<file path="src/rtl/uart_pkg.sv">
// uart_pkg: shared 8N1 link constants, receiver state encoding and vote helper.
package uart_pkg;

  localparam int CLK_FREQ   = 100_000_000;
  localparam int BAUD       = 9600;
  localparam int OVERSAMPLE = 16;
  localparam int DATA_BITS  = 8;

  typedef enum logic [1:0] {IDLE, START, DATA, STOP} rx_state_t;

  // 2-of-3 majority of the three mid-bit samples
  function automatic logic majority3(input logic a, input logic b, input logic c);
    return (a & b) | (a & c) | (b & c);
  endfunction

endpackage

</file>
<file path="src/rtl/uart_baud_tick.sv">
// uart_baud_tick: free-running divider producing a one-clock tick every DIV clocks.
// Holding restart keeps the count at zero so the tick phase follows its release.
module uart_baud_tick #(
  parameter int DIV = 651
) (
  input  logic clock,
  input  logic reset,
  input  logic restart,
  output logic tick
);

  localparam int CW = (DIV > 1) ? $clog2(DIV) : 1;
  localparam logic [CW-1:0] LAST = CW'(DIV - 1);

  logic [CW-1:0] cnt;

  // divider count: 0..DIV-1, cleared by restart
  always_ff @(posedge clock or negedge reset) begin
    if (!reset) cnt <= '0;
    else if (restart || cnt == LAST) cnt <= '0;
    else cnt <= cnt + CW'(1);
  end

  assign tick = !restart && (cnt == LAST);

endmodule

</file>
<file path="src/rtl/uart_receiver.sv">
// uart_receiver: 8N1 receiver, OVERSAMPLE ticks per bit, 2-of-3 vote around mid-bit.
// A byte is delivered with a one-clock valid; a low stop bit gives a one-clock
// framing_error instead and leaves data untouched.
module uart_receiver #(
  parameter int CLK_FREQ   = uart_pkg::CLK_FREQ,
  parameter int BAUD       = uart_pkg::BAUD,
  parameter int OVERSAMPLE = uart_pkg::OVERSAMPLE
) (
  input  logic                          clock,
  input  logic                          reset,
  input  logic                          RxD,
  output logic [uart_pkg::DATA_BITS-1:0] data,
  output logic                          valid,
  output logic                          framing_error,
  output logic                          busy
);
  import uart_pkg::*;

  localparam int TICK_DIV = CLK_FREQ / (BAUD * OVERSAMPLE);
  localparam int SW       = $clog2(OVERSAMPLE);
  localparam int IW       = $clog2(DATA_BITS);

  // vote samples sit on tick counts OS/2-1, OS/2, OS/2+1 (7,8,9 for 16x)
  localparam logic [SW-1:0] S_FIRST  = SW'(OVERSAMPLE/2 - 1);
  localparam logic [SW-1:0] S_MID    = SW'(OVERSAMPLE/2);
  localparam logic [SW-1:0] S_LAST   = SW'(OVERSAMPLE/2 + 1);
  localparam logic [IW-1:0] LAST_BIT = IW'(DATA_BITS - 1);

  logic                 rx_meta, rx_s;
  rx_state_t            state, state_n;
  logic                 tick, restart;
  logic [SW-1:0]        scnt, scnt_inc;
  logic [IW-1:0]        bidx;
  logic                 smp_a, smp_b;
  logic                 vote, decide;
  logic [DATA_BITS-1:0] shreg;
  logic                 shift_en, load_byte, frame_err;

  // two-flop synchroniser, idles high so reset looks like a quiet line
  always_ff @(posedge clock or negedge reset) begin
    if (!reset) begin
      rx_meta <= 1'b1;
      rx_s    <= 1'b1;
    end else begin
      rx_meta <= RxD;
      rx_s    <= rx_meta;
    end
  end

  uart_baud_tick #(.DIV(TICK_DIV)) u_tick (
    .clock   (clock),
    .reset   (reset),
    .restart (restart),
    .tick    (tick)
  );

  // scnt counts ticks since the bit boundary; the power-of-two width wraps it
  assign scnt_inc = scnt + SW'(1);
  assign decide   = tick && (scnt_inc == S_LAST);
  assign vote     = majority3(smp_a, smp_b, rx_s);
  assign busy     = (state != IDLE);

  // state register
  always_ff @(posedge clock or negedge reset) begin
    if (!reset) state <= IDLE;
    else        state <= state_n;
  end

  // next state and per-decision strobes
  always_comb begin
    state_n   = state;
    restart   = 1'b0;
    shift_en  = 1'b0;
    load_byte = 1'b0;
    frame_err = 1'b0;
    case (state)
      IDLE: begin
        // divider held at zero so bit phase starts at the detected edge
        restart = 1'b1;
        if (!rx_s) state_n = START;
      end
      START: if (decide) state_n = vote ? IDLE : DATA;
      DATA: if (decide) begin
        shift_en = 1'b1;
        if (bidx == LAST_BIT) state_n = STOP;
      end
      STOP: if (decide) begin
        load_byte = vote;
        frame_err = !vote;
        state_n   = IDLE;
      end
      default: state_n = IDLE;
    endcase
  end

  // sample counter, bit index and the first two vote samples
  always_ff @(posedge clock or negedge reset) begin
    if (!reset) begin
      scnt  <= '0;
      bidx  <= '0;
      smp_a <= 1'b0;
      smp_b <= 1'b0;
    end else begin
      if (state == IDLE) scnt <= '0;
      else if (tick)     scnt <= scnt_inc;
      if (state == IDLE) bidx <= '0;
      else if (shift_en) bidx <= bidx + IW'(1);
      if (tick && scnt_inc == S_FIRST) smp_a <= rx_s;
      if (tick && scnt_inc == S_MID)   smp_b <= rx_s;
    end
  end

  // LSB arrives first, so each voted bit enters at the MSB and shifts right
  always_ff @(posedge clock or negedge reset) begin
    if (!reset) shreg <= '0;
    else if (shift_en) shreg <= {vote, shreg[DATA_BITS-1:1]};
  end

  // output byte and one-clock result strobes
  always_ff @(posedge clock or negedge reset) begin
    if (!reset) begin
      data          <= '0;
      valid         <= 1'b0;
      framing_error <= 1'b0;
    end else begin
      if (load_byte) data <= shreg;
      valid         <= load_byte;
      framing_error <= frame_err;
    end
  end

endmodule

</file>
<file path="config.mk">
export PLATFORM = sky130hd
export DESIGN_NAME = uart_receiver
export DESIGN_NICKNAME = d
export VERILOG_FILES = /design/src/rtl/uart_pkg.sv /design/src/rtl/uart_baud_tick.sv /design/src/rtl/uart_receiver.sv
export SDC_FILE = /design/constraint.sdc
export NUM_CORES = 1
export LEC_CHECK = 0
export ABC_CLOCK_PERIOD_IN_PS = 5700
export CELL_PAD_IN_SITES_DETAIL_PLACEMENT = 1
export CELL_PAD_IN_SITES_GLOBAL_PLACEMENT = 1
export CORE_AREA = 2 2 70 66
export DETAILED_ROUTE_END_ITERATION = 7
export DIE_AREA = 0 0 72 68
export PLACE_DENSITY_LB_ADDON = 0.05
export RECOVER_POWER = 25
export SLEW_MARGIN = 5
export SYNTH_ARGS = -nofsm -noshare
export SYNTH_HDL_FRONTEND = slang
export SYNTH_SLANG_ARGS = --single-unit
</file>
<file path="constraint.sdc">
create_clock -name clock -period 5.7 [get_ports clock]
set_input_delay 1.14 -clock clock [delete_from_list [all_inputs] [get_ports clock]]
set_output_delay 1.14 -clock clock [all_outputs]
set_load 0.01 [all_outputs]
</file>
Word-level counts from Yosys, hierarchy flattened
Cells that the tools add are included.
{"block": "word_totals", "elab_cells": 64, "in_bits": 3, "ff_bits": 41, "out_inout_bits": 11}
{"block": "op_classes", "bitwise": 5, "eq_ne": 13, "reduce_logical": 12, "add_sub_neg": 3, "n_mux": 19}
{"cell": "2-bit two-way mux", "count": 6}
{"cell": "10-bit by 1-bit adder with 10-bit output, second input constant", "count": 1}
{"cell": "10-bit equality test, second input constant", "count": 1}
{"cell": "10-bit two-way mux", "count": 1}
{"cell": "2-bit inequality test, second input constant", "count": 5}
{"cell": "4-bit equality test, second input constant", "count": 2}
{"cell": "4-bit two-way mux", "count": 2}
{"cell": "2-bit one-hot mux with 4 select lines", "count": 1}
{"cell": "1-bit two-way mux", "count": 7}
{"cell": "3-bit two-way mux", "count": 2}
{"cell": "2-bit nonzero test", "count": 3}
{"cell": "5-bit AND reduction", "count": 1}
{"cell": "4-bit by 1-bit adder with 4-bit output, second input constant", "count": 1}
{"cell": "2-bit equality test, second input constant", "count": 2}
{"cell": "4-bit by 3-bit equality test with 1-bit output, second input constant", "count": 1}
{"cell": "1-bit logical AND", "count": 4}
{"cell": "3-bit by 1-bit adder with 3-bit output, second input constant", "count": 1}
{"cell": "1-bit AND", "count": 3}
{"cell": "3-bit equality test, second input constant", "count": 1}
{"cell": "2-bit by 1-bit equality test with 1-bit output, second input constant", "count": 1}
{"cell": "1-bit zero test", "count": 2}
{"cell": "2-bit zero test", "count": 1}
{"cell": "1-bit bitwise OR", "count": 2}
{"cell": "1-bit logical OR", "count": 1}

Depth between registers and ports, before layout
Gate-level depths: netlist of run 1.
{"block": "logic_depth", "word_depth": 9, "mapped_depth": 8, "depth_no_buf": 6}

Modules after synthesis
Synthesis of run 1 repeated with hierarchy kept, for this count alone.
{"block": "unflattened", "hier_cells": 163, "area_unflattened_um2": 1941.9}
{"mod": "uart_receiver", "seq_area_each_um2": 778.2, "area_each_um2": 1433.9, "cells_per_inst": 113, "instances": 1}
{"mod": "uart_baud_tick", "seq_area_each_um2": 250.2, "area_each_um2": 508.0, "cells_per_inst": 50, "instances": 1}

Least setup slack after synthesis of run 1
Ideal clock, no wire load.
{"block": "synth_timing", "path_type": "register to output", "startpoint": "reg state[0]", "endpoint": "out busy", "arrival_time_ps": 921, "slack_ps": 3639, "t_required_ps": 4560, "path_stages_with_launch": 4, "path_buffers": 1, "path_cell_list": "dfrtp_1 > clkbuf_1 > nor2_1 > inv_1"}
{"block": "synth_between", "elab_chain_len": 1}
{"item": "start: declaration", "line": "uart_receiver.sv:30", "source": "rx_state_t state, state_n;"}
{"item": "start signal: assignment", "line": "uart_receiver.sv:66", "source": "else state <= state_n;"}
{"item": "2-bit nonzero test", "line": "uart_receiver.sv:61", "source": "assign busy = (state != IDLE);"}
{"item": "end: declaration", "line": "uart_receiver.sv:15", "source": "output logic busy"}
No other way between the ends.

Final worst setup path of run 1
Same ends and word-level chain as after synthesis.

==> key figures, run 1 <==
Drt
  – Overall routed net length: 3.71 mm
  – Top routing layer in use: met4
  – Routed vias/inst: ~5.5
  – Met2 wire length: roughly 1.8 mm
  – Wire per inst: about 16 um
  – Iter 0 DRT Violations: 56
  – Drc violations: 0
  – DR pass1 iterations: 4
  – Wire length on met3: 84 um
  – Routed vias: 1288
  – Post-Route M1 WL: 1.79 mm
  – Routed Antenna Nets: 0

Yosys
  – Async set-or-reset flop fraction in the synthesized netlist: 100%
  – Synth top area share: 48.4%
  – Post-synthesis cell type count: 37
  – Synthesized instance count: 170
  – Sequential share of the synthesized area: 51.1%
  – Syn Area/Cell: about 12 um2
  – Top FF cell, synth: dfrtp_1
  – Top post-synthesis cells by area: dfrtp_1 48%, mux2_4 6.0%, mux2_2 5.6%, ha_1 5.0%, nor2_1 4.1%
  – Post-synth EDFFs: 0
  – Seq cells post-synth: 41
  – Synthesized cell area: 2010 um2
  – Syn Nets: 181
  – Yosys warns: 0
  – Dominant cell type by area after synthesis: dfrtp_1

Clock tree
  – CTS H-tree lvls: 2
  – Postcts setup bufs: 0
  – Clock root buffer: clkbuf_8
  – Post-cts hold buffer count: 0
  – CTS tree: yes
  – Clock sinks: 41
  – Skew-Pair Late Insertion Delay: between 200 and 300 ps
  – Clk buf depth: 2
  – TritonCTS Buffers: 5
  – Resize count post-CTS: 0
  – CTS clk-pin slew, worst paths: 80 ps

Setup path
  – Arr. time, crit path: 1770 ps
  – Top Family by Delay on Critical Path: buffers and inverters
  – Crit-path cells: nor2_1, inv_1, clkdlybuf4s50_1
  – Worst Path Max Fanout: 12
  – Crit Path Class: reg -> out
  – Crit start category: flip-flop
  – FF-to-FF path depth: 6
  – R2R Path Start: u_tick.cnt[0]
  – Reg2reg setup slack: ~3300 ps
  – Data required time at the worst endpoint: 4560 ps
  – Worst Path Buf+Inv: 2
  – Worst path slowest cell: dfrtp_1
  – Worst r2r dst: shreg[4]
  – Slowest stage delay, CP: 500 ps
  – CP Capture Type: primary output

Floorplanning
  – Die Wd: between 70 and 80 um
  – Core footprint: 4230 um2
  – Num ports: 14
  – Die area: ~5000 um2
  – Starting Density: 47.6%
  – Row count: 23
  – Vert. Die Dim: 68 um

Global routing
  – Pin count of the biggest net entering global routing: 42
  – Total Routing Usage GR: 18.3%
  – Initial antenna violation count: 0
  – Total gr overflow: 0
  – Vias in the first global route: ~1300
  – First-pass GRT wire length: 6.70 mm

STA
  – Setup violations, final: 0
  – Clock Skew: 11.1 ps
  – Worst Tran Pin Value: 2150 ps
  – Min cycle time layout: roughly 2900 ps
  – Slew headroom: -43.6%
  – Fin. Hold Viols: 0
  – Peak Freq: roughly 340 MHz
  – RSZ-0062 raised after global routing: false
  – Total negative setup slack: 0 ps
  – Crit share post-route: between 50% and 60%
  – Final Slew Violations: 42

Min path
  – Hold_sp: rx_meta
  – Min-Delay Endpoint: rx_s
  – Hold Path Depth: 0
  – Worst min-delay path class: reg -> reg

Pwr
  – PD cells: 238 nW/um2
  – Static Leak: 1.08 nW
  – Peak VDD IR: 0.000159 V

Placed design
  – Port bufs: 13
  – Dpl hpwl: ~2.6 mm
  – Inst Count DP: 225
  – Post-DP Area: ~2100 um2
  – GPL Wtd Cong: 0.777

Final layout
  – P&R area growth vs syn: 12.2%
  – Antenna Diode Count: 0
  – Finished Cell Area: 2260 um2
  – Most common cell after layout, fill and taps aside: dfrtp_1
  – Filler cells: 456
  – Most frequent cells in the layout: 39 x dfrtp_1, 22 x nor2_1, 11 x clkdlybuf4s50_1
  – Fraction of layout cells with a size suffix above 1: between 10% and 20%
  – Final nets: 193
  – Layout Cells excl Fill: 233

Run
  – Max-cap viol count: 1

Outcome
  – Status: finished with violations
  – Failing checks: capacitance limit, slew limit
## cells in the mapped netlist (4+ instances only)
library cell  number
dfrtp_1           39
nand4_1            4
ha_1               8
mux2_2            10
inv_1              6
o2111ai_1          6
xnor2_1            4
mux2_4             8
xor2_1             7
nor2_1            22
and3_1             6
nand2_1            9
clkbuf_1           4
## per-layer routing
metal	vias to the layer above	global-route usage (%)
met5	-	0
met4	0	6.37
met3	2	4.42
met2	15	29.5
met1	646	24.3
li1	625	-
## power breakdown
group	internal, mW	switching, mW	leakage (nW)	total, mW
logic	0.000649	0.00559	0.469	0.00624
clock network	0.142	0.0974	0.0574	0.240
registers	0.292	0.000469	0.551	0.292
total	0.435	0.104	1.08	0.538
## cell type report
cell class / instances / area, um2 / share of cell area, %
multi-input cells: 114 / 895 / 39.6
well taps: 50 / 62.6 / 2.77
flip-flops and latches: 41 / 1030 / 45.5
clock inverters: 2 / 37.5 / 1.66
repair buffers: 14 / 131 / 5.81
clock buffers: 6 / 82.6 / 3.65
inverters: 6 / 22.5 / 0.997
## per-stage QoR
step	util (%)	hold WS, ps	total power [mW]	setup WS [ps]
after floorplan	-	345	0.298	3640
after global placement	50.6	347	0.305	3170
after detailed placement	50.6	350	0.305	3110
after CTS	53.4	355	0.550	2770
after global routing	53.4	360	0.563	2590
final	53.4	350	0.538	2790
## sequential cells by signal, indices dropped and copies added (netlist names), named ones only
register and cells:
u_tick.cnt 10, data 8, shreg 8, scnt 4
bidx 3, framing_error 1, rx_meta 1, rx_s 1
smp_a 1, smp_b 1, state 1, valid 1
## how the worst max path moves through the flow
stage,startpoint,endpoint,slack [ps],cells past startpoint
2_1_floorplan,state[0],busy,3640,3
3_3_place_gp,state[0],busy,3170,3
3_5_place_dp,state[0],busy,3110,3
4_1_cts,state[0],busy,2770,3
5_1_grt,reset,u_tick.cnt[5],2590,1
6_report,state[0],busy,2790,3
## cells by family (layout without fill, tap and decap cells)
logic type      Yosys count  after routing  synth area share [%]
flops                    41             41                  51.1
xor+xnor                 11             11                  4.78
buf+inv                  15             28                  4.53
simple gates             56             56                  14.3
compound gates           19             19                  7.83
fa+ha+maj                 9              9                  5.47
mux                      19             19                  12.1
Power figures use the tool's default switching activity.
==> run 2: changes to the inputs <==
--- a/config.mk
+++ b/config.mk
@@ -5,12 +5,12 @@
 export SDC_FILE = /design/constraint.sdc
 export NUM_CORES = 1
 export LEC_CHECK = 0
-export ABC_CLOCK_PERIOD_IN_PS = 5700
+export ABC_CLOCK_PERIOD_IN_PS = 2630
 export CELL_PAD_IN_SITES_DETAIL_PLACEMENT = 1
 export CELL_PAD_IN_SITES_GLOBAL_PLACEMENT = 1
-export CORE_AREA = 2 2 70 66
+export CORE_AREA = 2 2 77 71
 export DETAILED_ROUTE_END_ITERATION = 7
-export DIE_AREA = 0 0 72 68
+export DIE_AREA = 0 0 79 73
 export PLACE_DENSITY_LB_ADDON = 0.05
 export RECOVER_POWER = 25
 export SLEW_MARGIN = 5
==> constraint.sdc (replaced) <==
create_clock -name clock -period 2.63 [get_ports clock]
set_input_delay 0.526 -clock clock [delete_from_list [all_inputs] [get_ports clock]]
set_output_delay 0.526 -clock clock [all_outputs]
set_load 0.01 [all_outputs]
==> key figures, run 2 (synthesis results as in run 1) <==
Outcome
  – Status: completed (was finished with violations)

Global routing
  – Pin count of the biggest net entering global routing: 42 (unchanged)
  – Busiest grt layer: met2 (unchanged)
  – Vias in the first global route: 1404 (was 1344)
  – First-pass GRT wire length: 7.00 mm (was 6.70 mm)
  – Met1 usage: 21.7% (was 24.3%)
  – Met2 Usage GRT: 24.4% (was 29.5%)
  – GRT met3 Usage: 4.08% (was 4.42%)
  – Initial antenna violation count: 0 (unchanged)
  – Total Routing Usage GR: 15.7% (was 18.3%)
  – Total gr overflow: 0 (unchanged)

Final layout
  – Fraction of layout cells with a size suffix above 1: 18.4% (was 16.9%)
  – FF/Latch Area: 1030 um2 (unchanged)
  – Largest register FFs: 10 (unchanged)
  – Top Registers: u_tick.cnt (10), data (8), shreg (8) (unchanged)
  – P&R area growth vs syn: 13.1% (was 12.2%)
  – Antenna Diode Count: 0 (unchanged)
  – Filler cells: 553 (was 456)
  – Most common cell after layout, fill and taps aside: dfrtp_1 (unchanged)
  – Multi-input logic area: 895 um2 (unchanged)
  – Finished Cell Area: 2280 um2 (was 2260 um2)
  – Final nets: 195 (was 193)
  – Largest Register: u_tick.cnt (unchanged)
  – Most frequent cells in the layout: 39 x dfrtp_1, 22 x nor2_1, 11 x clkdlybuf4s50_1 (unchanged)

STA
  – Slew headroom: 38.9% (was -43.6%)
  – Final Slew Violations: 0 (was 42)
  – Final setup margin: 284 ps (was 2790 ps)
  – Min cycle time layout: 2350 ps
  – RSZ-0062 raised after global routing: false (unchanged)
  – Crit share post-route: 89.2%
  – Worst Tran Pin Value: 917 ps (was 2150 ps)
  – Total negative setup slack: 0 ps (unchanged)
  – Clock Skew: 7.01 ps (was 11.1 ps)
  – Peak Freq: ~430 MHz
  – Setup violations, final: 0 (unchanged)
  – Fin. Hold Viols: 0 (unchanged)

Clock tree
  – Postcts setup bufs: 0 (unchanged)
  – Skew-Pair Late Insertion Delay: 290 ps (about the same)
  – CTS tree: yes (unchanged)
  – TritonCTS Buffers: 5 (unchanged)
  – CTS clk-pin slew, worst paths: 80 ps (about the same)
  – Resize count post-CTS: 0 (unchanged)
  – Clock sinks: 41 (unchanged)
  – Clock root buffer: clkbuf_8 (unchanged)
  – Clk buf depth: 2 (unchanged)
  – Post-cts hold buffer count: 0 (unchanged)
  – CTS H-tree lvls: 2 (unchanged)

Pwr
  – Register share of total power: 57.6% (was 54.3%)
  – Peak VDD IR: 0.000268 V (was 0.000159 V)
  – PD cells: 483 nW/um2 (was 238 nW/um2)
  – Static Leak: 1.09 nW (was 1.08 nW)
  – Sw frac: 20.8% (was 19.2%)
  – Net Switching: 0.229 mW (was 0.104 mW)
  – Clock power frac: 41.1% (was 44.5%)
  – Int Pwr: 0.872 mW (was 0.435 mW)
  – Gate power share: 1.3% (was 1.2%)

Drt
  – Routed Antenna Nets: 0 (unchanged)
  – Overall routed net length: 3.97 mm (was 3.71 mm)
  – Drc violations: 0 (unchanged)
  – DR pass1 iterations: 4 (unchanged)
  – Routed vias/inst: 5.21 (was 5.53)
  – Iter 0 DRT Violations: 56 (unchanged)
  – Routed vias: 1313 (was 1288)
  – Wire per inst: 15.8 um (was 15.9 um)

Placed design
  – Post-DP Area: 2180 um2 (was 2140 um2)
  – Dpl hpwl: 2.78 mm (was 2.61 mm)
  – Port bufs: 13 (unchanged)
  – Place WS: 465 ps (was 3110 ps)
  – GPL Wtd Cong: 0.773 (was 0.777)

Run
  – Max-cap viol count: 0 (was 1)

Setup path
  – R2R Path Start: scnt[1] (was u_tick.cnt[0])
  – Worst Path Max Fanout: 12 (unchanged)
  – Reg2reg setup slack: 460 ps (was 3310 ps)
  – Crit start category: flip-flop (unchanged)
  – Crit Path Class: reg -> out (unchanged)
  – Data required time at the worst endpoint: 2100 ps (was 4560 ps)
  – CP Capture Type: primary output (unchanged)
  – Worst Setup SP: state[0] (unchanged)
  – Arr. time, crit path: 1820 ps (was 1770 ps)

Floorplanning
  – Die area: 5770 um2 (was 4900 um2)
  – Vert. Die Dim: 73 um (was 68 um)
  – Row count: 25 (was 23)
  – Die Wd: 79 um (was 72 um)
  – Core footprint: 5070 um2 (was 4230 um2)
  – Num ports: 14 (unchanged)
  – Starting Density: 39.8% (was 47.6%)

Min path
  – Worst min-delay path class: in -> async (was reg -> reg)
## run 2: cell count changes in the layout (fill, tap and decap cells not counted), sizes merged
cell	previous run	this run
bufinv	1	0
clkinvlp	1	0
buf	1	4
clkinv	0	1
## run 2: power groups by stage
| stage | Combinational (mW) | Sequential, mW | Clock [mW] |
|---|---|---|---|
| detailed placement | 0.0158 | 0.647 | 0 |
| CTS | 0.0157 | 0.634 | 0.470 |
| finish | 0.0140 | 0.634 | 0.453 |
| global placement | 0.0148 | 0.646 | 0 |
| floorplan | 0.000338 | 0.646 | 0 |
| global route | 0.0170 | 0.634 | 0.503 |
## run 2: worst paths after layout
kind,to,depth (start not counted)
max,busy,3
min,scnt[1],1
max reg2reg,data[6],4
min reg2reg,rx_s,0
max in group asynchronous,data[1],1
min in group clock,rx_s,0
## run 2: metal layers
| layer | part of all wire (%) | wire (um) | vias up |
|---|---|---|---|
| li1 | - | - | 627 |
| met1 | 50 | 1970 | 664 |
| met2 | 46 | 1840 | 15 |
| met3 | 2.5 | 98 | 7 |
| met4 | 1.4 | 56 | 0 |
| met5 | 0 | 0 | - |
## run 2: final cells by class
type	instances	area share (%)
flip-flops and latches	41	45.1
clock buffers	7	4.23
repair buffers	16	6.48
clock inverters	1	0.220
multi-input cells	114	39.3
well taps	67	3.68
inverters	6	0.988
## run 2: critical path, stage by stage (launching register included)
cell	delay (ps)
dfrtp_1	510
nor2_1	360
inv_1	150
clkdlybuf4s50_1	500
## run 2: stage by stage
step | total power, mW | utilization, % | cells | hold WS [ps]
5_1_grt | 1.15 | 45.0 | 252 | 374
6_report | 1.10 | 45.0 | 252 | 352
3_5_place_dp | 0.662 | 43.0 | 244 | 356
4_1_cts | 1.12 | 45.0 | 252 | 367
3_3_place_gp | 0.661 | 43.0 | 244 | 348
2_1_floorplan | 0.646 | - | 170 | 230
